### src/rtl/ac97_pkg.sv
// Shared AC97 register map, command constants and sequencer state type.
package ac97_pkg;

    typedef enum logic [1:0] {IDLE, INIT, RUN} seq_state_e;

    localparam logic [7:0]  ADDR_HP_VOL   = 8'h04;
    localparam logic [7:0]  ADDR_PCM_VOL  = 8'h18;
    localparam logic [7:0]  ADDR_REC_SEL  = 8'h1A;
    localparam logic [7:0]  ADDR_REC_GAIN = 8'h1C;
    localparam logic [7:0]  ADDR_MIC_VOL  = 8'h0E;
    localparam logic [7:0]  ADDR_BEEP_VOL = 8'h0A;
    localparam logic [7:0]  ADDR_GP       = 8'h20;

    // Read of register 0 (vendor ID); harmless filler when nothing is pending.
    localparam logic [23:0] CMD_IDLE      = 24'h80_0000;

    localparam logic [15:0] REC_GAIN_DATA = 16'h0F0F;
    localparam logic [15:0] MIC_DATA      = 16'h8008;
    localparam logic [15:0] MIC_DATA_BST  = 16'h8048;
    localparam logic [15:0] BEEP_DATA     = 16'h0000;
    localparam logic [15:0] GP_DATA       = 16'h8000;

    function automatic logic [15:0] stereo_att(input logic [4:0] att);
        return {3'b000, att, 3'b000, att};
    endfunction

    function automatic logic [15:0] rec_select(input logic [2:0] src);
        return {5'b00000, src, 5'b00000, src};
    endfunction

endpackage

### src/rtl/ac97_vol_atten.sv
// Converts a VOL_W-bit level (all-ones = loudest) into a 5-bit AC97 attenuation.
module ac97_vol_atten #(
    parameter int unsigned VOL_W = 5
) (
    input  logic [VOL_W-1:0] level,
    output logic [4:0]       att
);

    localparam logic [4:0]  MAX_LEVEL = 5'((1 << VOL_W) - 1);
    localparam int unsigned SHIFT     = 5 - VOL_W;

    logic [4:0] diff;

    assign diff = MAX_LEVEL - 5'(level);
    // Narrow levels are scaled up so the full 5-bit attenuation range is spanned.
    assign att  = diff << SHIFT;

endmodule

### src/rtl/ac97_cmd_seq.sv
// AC97 codec command sequencer: fixed init table, then host writes and level-change updates.
module ac97_cmd_seq
    import ac97_pkg::*;
#(
    parameter int unsigned VOL_W = 5,
    parameter int unsigned HOLD  = 2
) (
    input  logic             clock,
    input  logic             reset_n,
    input  logic             ready,
    input  logic [VOL_W-1:0] volume,
    input  logic [VOL_W-1:0] pcm_volume,
    input  logic [2:0]       source,
    input  logic             mic_boost,
    input  logic             host_req,
    input  logic [6:0]       host_addr,
    input  logic [15:0]      host_data,
    output logic             host_ack,
    output logic [7:0]       command_address,
    output logic [15:0]      command_data,
    output logic             command_valid,
    output logic             init_done
);

    seq_state_e       state_q, state_d;
    logic [3:0]       slot_cnt_q, slot_cnt_d;
    logic [2:0]       entry_q, entry_d;
    logic [23:0]      cmd_q, cmd_d;
    logic             valid_q, valid_d;
    logic             ack_q, ack_d;
    logic             done_q, done_d;
    logic [VOL_W-1:0] vol_sh_q, vol_sh_d;
    logic [VOL_W-1:0] pcm_sh_q, pcm_sh_d;
    logic [2:0]       src_sh_q, src_sh_d;
    logic             mic_sh_q, mic_sh_d;

    logic             boundary;
    logic             load_init;
    logic             load_run;
    logic [2:0]       init_idx;
    logic [4:0]       hp_att;
    logic [4:0]       pcm_att;

    ac97_vol_atten #(.VOL_W(VOL_W)) u_hp_atten (
        .level (volume),
        .att   (hp_att)
    );

    ac97_vol_atten #(.VOL_W(VOL_W)) u_pcm_atten (
        .level (pcm_volume),
        .att   (pcm_att)
    );

    assign boundary = ready && (slot_cnt_q == 4'(HOLD - 1));

    always_comb begin
        state_d    = state_q;
        slot_cnt_d = slot_cnt_q;
        entry_d    = entry_q;
        cmd_d      = cmd_q;
        valid_d    = valid_q;
        ack_d      = 1'b0;
        done_d     = done_q;
        vol_sh_d   = vol_sh_q;
        pcm_sh_d   = pcm_sh_q;
        src_sh_d   = src_sh_q;
        mic_sh_d   = mic_sh_q;
        load_init  = 1'b0;
        load_run   = 1'b0;
        init_idx   = entry_q + 3'd1;

        unique case (state_q)
            IDLE: begin
                if (ready) begin
                    state_d    = INIT;
                    slot_cnt_d = '0;
                    entry_d    = '0;
                    init_idx   = '0;
                    load_init  = 1'b1;
                end
            end
            INIT, RUN: begin
                if (boundary) begin
                    slot_cnt_d = '0;
                    if (state_q == RUN) begin
                        load_run = 1'b1;
                    end else if (entry_q == 3'd7) begin
                        state_d  = RUN;
                        done_d   = 1'b1;
                        load_run = 1'b1;
                    end else begin
                        entry_d   = entry_q + 3'd1;
                        load_init = 1'b1;
                    end
                end else if (ready) begin
                    slot_cnt_d = slot_cnt_q + 4'd1;
                end
            end
            default: state_d = IDLE;
        endcase

        // Shadows capture the value actually issued, so later changes re-issue.
        if (load_init) begin
            valid_d = 1'b1;
            unique case (init_idx)
                3'd0: cmd_d = CMD_IDLE;
                3'd1: begin
                    cmd_d    = {ADDR_HP_VOL, stereo_att(hp_att)};
                    vol_sh_d = volume;
                end
                3'd2: begin
                    cmd_d    = {ADDR_PCM_VOL, stereo_att(pcm_att)};
                    pcm_sh_d = pcm_volume;
                end
                3'd3: begin
                    cmd_d    = {ADDR_REC_SEL, rec_select(source)};
                    src_sh_d = source;
                end
                3'd4: cmd_d = {ADDR_REC_GAIN, REC_GAIN_DATA};
                3'd5: begin
                    cmd_d    = {ADDR_MIC_VOL, mic_boost ? MIC_DATA_BST : MIC_DATA};
                    mic_sh_d = mic_boost;
                end
                3'd6: cmd_d = {ADDR_BEEP_VOL, BEEP_DATA};
                3'd7: cmd_d = {ADDR_GP, GP_DATA};
                default: cmd_d = CMD_IDLE;
            endcase
        end

        if (load_run) begin
            if (host_req) begin
                cmd_d = {1'b0, host_addr, host_data};
                ack_d = 1'b1;
            end else if (volume != vol_sh_q) begin
                cmd_d    = {ADDR_HP_VOL, stereo_att(hp_att)};
                vol_sh_d = volume;
            end else if (pcm_volume != pcm_sh_q) begin
                cmd_d    = {ADDR_PCM_VOL, stereo_att(pcm_att)};
                pcm_sh_d = pcm_volume;
            end else if (source != src_sh_q) begin
                cmd_d    = {ADDR_REC_SEL, rec_select(source)};
                src_sh_d = source;
            end else if (mic_boost != mic_sh_q) begin
                cmd_d    = {ADDR_MIC_VOL, mic_boost ? MIC_DATA_BST : MIC_DATA};
                mic_sh_d = mic_boost;
            end else begin
                cmd_d = CMD_IDLE;
            end
        end
    end

    always_ff @(posedge clock) begin
        if (!reset_n) begin
            state_q    <= IDLE;
            slot_cnt_q <= '0;
            entry_q    <= '0;
            cmd_q      <= '0;
            valid_q    <= 1'b0;
            ack_q      <= 1'b0;
            done_q     <= 1'b0;
            vol_sh_q   <= '0;
            pcm_sh_q   <= '0;
            src_sh_q   <= '0;
            mic_sh_q   <= 1'b0;
        end else begin
            state_q    <= state_d;
            slot_cnt_q <= slot_cnt_d;
            entry_q    <= entry_d;
            cmd_q      <= cmd_d;
            valid_q    <= valid_d;
            ack_q      <= ack_d;
            done_q     <= done_d;
            vol_sh_q   <= vol_sh_d;
            pcm_sh_q   <= pcm_sh_d;
            src_sh_q   <= src_sh_d;
            mic_sh_q   <= mic_sh_d;
        end
    end

    assign command_address = cmd_q[23:16];
    assign command_data    = cmd_q[15:0];
    assign command_valid   = valid_q;
    assign host_ack        = ack_q;
    assign init_done       = done_q;

endmodule

### config.mk
export PLATFORM = sky130hd
export DESIGN_NAME = ac97_cmd_seq
export DESIGN_NICKNAME = d
export VERILOG_FILES = /design/src/rtl/ac97_pkg.sv /design/src/rtl/ac97_vol_atten.sv /design/src/rtl/ac97_cmd_seq.sv
export SDC_FILE = /design/constraint.sdc
export NUM_CORES = 1
export LEC_CHECK = 0
export ABC_AREA = 1
export CAP_MARGIN = 0
export CORE_MARGIN = 3
export CORE_UTILIZATION = 30
export CTS_CLUSTER_DIAMETER = 80
export DETAILED_ROUTE_END_ITERATION = 8
export PLACE_DENSITY_LB_ADDON = 0.15
export SLEW_MARGIN = 20
export SYNTH_ARGS = -nofsm -noshare
export SYNTH_HDL_FRONTEND = slang
export SYNTH_SLANG_ARGS = --single-unit
### constraint.sdc
create_clock -name clock -period 2.5 [get_ports clock]
set_clock_uncertainty 0.05 [all_clocks]
set_input_delay 0.75 -clock clock [delete_from_list [all_inputs] [get_ports clock]]
set_output_delay 0.75 -clock clock [all_outputs]
set_load 0.05 [all_outputs]
After elaboration in Yosys (flattened, before gate mapping)

Index checks and enable logic that the tools add are counted.
Widths: inputs -> output; s select.

Eq/ne operators: 21
Multiplexer cells: 61
Bitwise logic cells: 1
$add $sub $neg: 4
Reduce and logical (&&, ||, !) cells: 11

Operators by type and width:

| kind                | number |
|---|---|
| $pmux 24 s8         | 1 |
| $mux 24             | 7 |
| $mux 5              | 11 |
| $mux 3              | 13 |
| $mux 1              | 17 |
| $eq 3x3->1 const B  | 5 |
| $mux 4              | 3 |
| $ne 2x2->1 const B  | 5 |
| $ne 5x5->1          | 2 |
| $sub 5x5->5 const A | 2 |
| $mux 2              | 4 |
| $pmux 4 s2          | 1 |
| $reduce_and 4->1    | 2 |
| $mux 7              | 1 |
| $eq 3x2->1 const B  | 2 |
| $pmux 3 s2          | 1 |
| $reduce_and 5->1    | 1 |
| $add 4x1->4 const B | 1 |
| $eq 4x1->1 const B  | 1 |
| $pmux 2 s2          | 1 |
| $reduce_bool 2->1   | 2 |
| $add 3x1->3 const B | 1 |
| $eq 3x1->1 const B  | 1 |
| $logic_not 3->1     | 1 |
| 12 further kinds    | 12 |

Register bits after elaboration: 50
Output and inout port bits: 27
Input port bits: 41

Logic depth before layout (Yosys ltp)

Depth in word-level cells: 12
Gate-level depth with buffers: 14
Depth with buffers taken out: 14

Modules after synthesis

Synthesis repeated with hierarchy kept, for this count alone.

Cell total of the unflattened synthesis: 480
Area, all modules: 3026.7 µm²

Modules (own cells, without submodules):

| module         | area each (µm²) | cells an instance | instances | sequential area each (µm²) |
|---|---|---|---|---|
| ac97_cmd_seq   | 2989.1          | 470               | 1         | 1001.0 |
| ac97_vol_atten | 18.8            | 5                 | 2         | 0.0 |

Worst setup path before layout

Ideal clock, no wire load.

Path kind: flip-flop to flip-flop
Start point: reg entry_q[0]
End point: reg cmd_q[1]
Stages on the path, launching flop included: 12
Setup slack: 0.567 ns
Library setup time: 0.128 ns
Data arrival time: 1.755 ns
Clock period less this slack: 1.933 ns
Path through: dfxtp_1 > ha_1 > ha_1 > nor2_1 > nand4_1 > a21oi_4 > nor2_2 > buf_2 > nand2_1 > nand3_1 > nor2_1 > nor2_1

Cells in the longest elaborated chain, start to end: 7

Ends and longest elaborated chain:

| element                            | line                | text |
|---|---|---|
| start: declaration                 | ac97_cmd_seq.sv:27  | `logic [2:0] entry_q, entry_d;` |
| start signal: assignment           | ac97_cmd_seq.sv:168 | `entry_q <= entry_d;` |
| $add 3x1->3                        | ac97_cmd_seq.sv:70  | `init_idx = entry_q + 3'd1;` |
| $mux 3                             | ac97_cmd_seq.sv:74  | `if (ready) begin` |
| $mux 3                             | ac97_cmd_seq.sv:72  | `unique case (state_q)` |
| $eq 3x3->1 (tied with other cells) | ac97_cmd_seq.sv:105 | `unique case (init_idx)` |
| $pmux 24 s8                        | ac97_cmd_seq.sv:105 |  |
| $mux 24                            | ac97_cmd_seq.sv:103 | `if (load_init) begin` |
| $mux 24                            | ac97_cmd_seq.sv:130 | `if (load_run) begin` |
| end signal: assignment             | ac97_cmd_seq.sv:169 | `cmd_q <= cmd_d;` |
| end: declaration                   | ac97_cmd_seq.sv:28  | `logic [23:0] cmd_q, cmd_d;` |

Several ways; a longest one is shown, not always the timed one. The select of a mux whose other input is x is not followed.
A chain may end at the register's enable or synchronous reset.

Final worst setup path

Start point: reg cmd_q[11]
End point: out command_data[11]

RTL lines:

| element          | line               | text |
|---|---|---|
| end: declaration | ac97_cmd_seq.sv:20 | `output logic [15:0] command_data,` |

No word-level cell between the ends.

==> impl_metrics.json <==
{
  "finalNonFillerCells": 728,
  "grt_pass1_vias": 3366,
  "ys_ff_latch": 50,
  "coreArea_mm2": 0.009503,
  "hold_start": "init_done",
  "ys_top_cells_by_area": "dfxtp_1 (33%), nand2_1 (18%), nor2_1 (7.1%)",
  "path_cells": "clkdlybuf4s50_1",
  "io_pins": 68,
  "root_buffer": "clkbuf_8",
  "clkTransAtPathRegs_ps": 100,
  "status": "finished, final reports clean",
  "total_power_mw": 2.411,
  "postCtsSetupRepairBufs": 0,
  "maxCapViolations": 0,
  "num_antenna_cells": 0,
  "netlist_instances": 473,
  "die_area_mm2": 0.01129,
  "final_cell_mix": "nand2_1 (142), clkdlybuf4s50_1 (67), buf_4 (59)",
  "critPathLaunchType": "flop",
  "h-tree-depth": 2,
  "viasPerCell": 4.705,
  "layout_commonest_cell": "nand2_1",
  "die_height_um": 106.3,
  "power_density_mw_per_mm2": 550.6,
  "vdd_drop_max_mv": 0.2478,
  "syn_area_mm2": 0.003017,
  "n_fill_cell": 1015,
  "power.leakage_nw": 2.096,
  "rsz0062_at_grt": "false",
  "path_buf_inv": 1,
  "post-route-period-util_pct": 93.93,
  "place_congestion": 0.8798,
  "path_class": "reg2out",
  "worstPathMaxFanout": 2,
  "grt_pass1_wl_um": 15900,
  "first_pass_iters": 4,
  "cts_hold_buf": 0,
  "cp_slowest_cell": "clkdlybuf4s50_1",
  "grt_max_degree": 20,
  "portBuffers": 67,
  "grtUsageTotal_pct": 17.37,
  "maxSlewHeadroom_pct": 66.12,
  "cp_top_family": "buffers and inverters",
  "top_usage_layer": "met2",
  "ys_types": 29,
  "synth.top_cell.area_share_pct": 33.18,
  "drc": 0,
  "seq_power_share_pct": 38.5,
  "synth_flop_cell": "dfxtp_1",
  "layout-drive-gt1-share_pct": 15.03,
  "async_reset_ff_share_pct": 0,
  "num_rows": 35,
  "crit-reg2reg-launch": "state_q[1]",
  "antenna_left": 0,
  "drt-total-wl_um": 9524,
  "p_switching_mw": 0.9412,
  "finalNetCount": 649,
  "power.internal_mw": 1.470,
  "required_ps": 1700,
  "tightest_slew_ps": 506.6,
  "globalRouteOverflowTotal": 0,
  "hold_viol": 0,
  "area_growth_pct": 45.17,
  "period_needed_ps": 2348,
  "syn_area_per_cell_um2": 6.378,
  "final_max_slew_viol_count": 0,
  "synth_fp_nets": 524,
  "hp-class": "reg2reg",
  "start_util_pct": 31.74,
  "swShare_pct": 39.03,
  "cpPeakStageDelay_ps": 830,
  "r2r_setup_slack_ps": 300,
  "place_inst": 720,
  "combinationalPowerShare_pct": 41.0,
  "r2r_end": "cmd_q[11]",
  "wire_per_inst_um": 13.08,
  "drt-initial-drc-count": 166,
  "cp.arrival_ps": 1550,
  "use_met3_pct": 3.157,
  "use_met2_pct": 29.95,
  "hold-path-endpoint": "init_done",
  "synth-seq-area-share_pct": 33.18,
  "clkSinkCount": 50,
  "cts_buffers": 5,
  "die_x_um": 106.3,
  "cts-resized-gates": 0,
  "vias": 3425,
  "setup_violations": 0,
  "antenna_found_initial": 0,
  "ys_warn_count": 0,
  "dp_hpwl_um": 7830,
  "use_met1_pct": 22.45,
  "crit_path_end_kind": "primary output",
  "clockPowerShare_pct": 20.5,
  "clock_latency_ps": 310,
  "r2r_cells": 12,
  "cts_buffer_depth": 2,
  "cts_tree": "yes",
  "yosysTopAreaCell": "dfxtp_1",
  "max_freq_ghz": 0.4259,
  "synth-edff-count": 0,
  "whs_path_depth": 2
}
[synth_stat cells, types with 5 or more instances]
master,number
nor2_1,57
o21ai_0,31
xnor2_1,5
buf_2,6
a21oi_1,26
ha_1,10
nand4_1,9
nand2_1,142
o211ai_1,5
nand3_1,41
inv_1,51
dfxtp_1,50
[worst max path at each step]
stage | startpoint | to | slack [ps] | cells after the start
finish | cmd_q[11] | command_data[11] | 150 | 1
global route | pcm_volume[2] | cmd_q[1] | 20 | 12
CTS | cmd_q[11] | command_data[11] | 140 | 1
detailed placement | pcm_volume[3] | cmd_q[1] | -130 | 12
global placement | pcm_volume[3] | cmd_q[1] | -140 | 12
floorplan | entry_q[0] | cmd_q[1] | 570 | 11
[kinds of logic after synthesis]
family          after synthesis  synth area share, %
buf+inv                      64                8.212
flops                        50                33.18
xor+xnor                      7                2.032
fa+ha+maj                    10                4.148
compound gates               72                13.11
simple gates                270                39.32
[layout make-up]
type	instances	area (um^2)	share of cell area [%]
inverter	54	202.7	4.629
tap	129	161.4	3.686
multi-input combinational	359	1770	40.43
timing repair buffer	128	1154	26.34
sequential	50	1001	22.86
clock buffer	5	68.82	1.571
clock inverter	3	21.27	0.4857
[per-layer routing]
layer  vias up  share of wire, %
li1       1772                 -
met1      1572                48
met4         0               1.0
met5         -                 0
met2        74                47
met3         7               4.3
[metrics by stage]
stage | hold WS, ps | utilization, % | instance area (um^2) | TNS, ps | setup WS, ps
2_1_floorplan | 399.1 | - | 3017 | 0 | 567.5
3_3_place_gp | 392.7 | 45.11 | 4287 | -1711 | -140.6
3_5_place_dp | 392.9 | 45.11 | 4287 | -1980 | -131.2
4_1_cts | 407.2 | 46.06 | 4377 | 0 | 139.4
5_1_grt | 434.6 | 46.08 | 4379 | 0 | 23.19
6_report | 402.5 | 46.08 | 4379 | 0 | 151.8
[sequential cells by signal, indices dropped and copies added (netlist names)]
name,cells
entry_q,3
init_done,1
pcm_sh_q,5
command_valid,1
state_q,2
slot_cnt_q,4
vol_sh_q,5
src_sh_q,3
cmd_q,24
mic_sh_q,1
host_ack,1
[power groups by stage]
stage               Clock (mW)  Sequential [mW]  Combinational, mW
floorplan                    0             1.06              0.459
global placement             0            0.944              0.980
detailed placement           0            0.946              0.990
CTS                      0.514            0.928              0.995
global route             0.545            0.938               1.10
finish                   0.494            0.928              0.990
No activity file was read; power rests on OpenSTA's default activity.
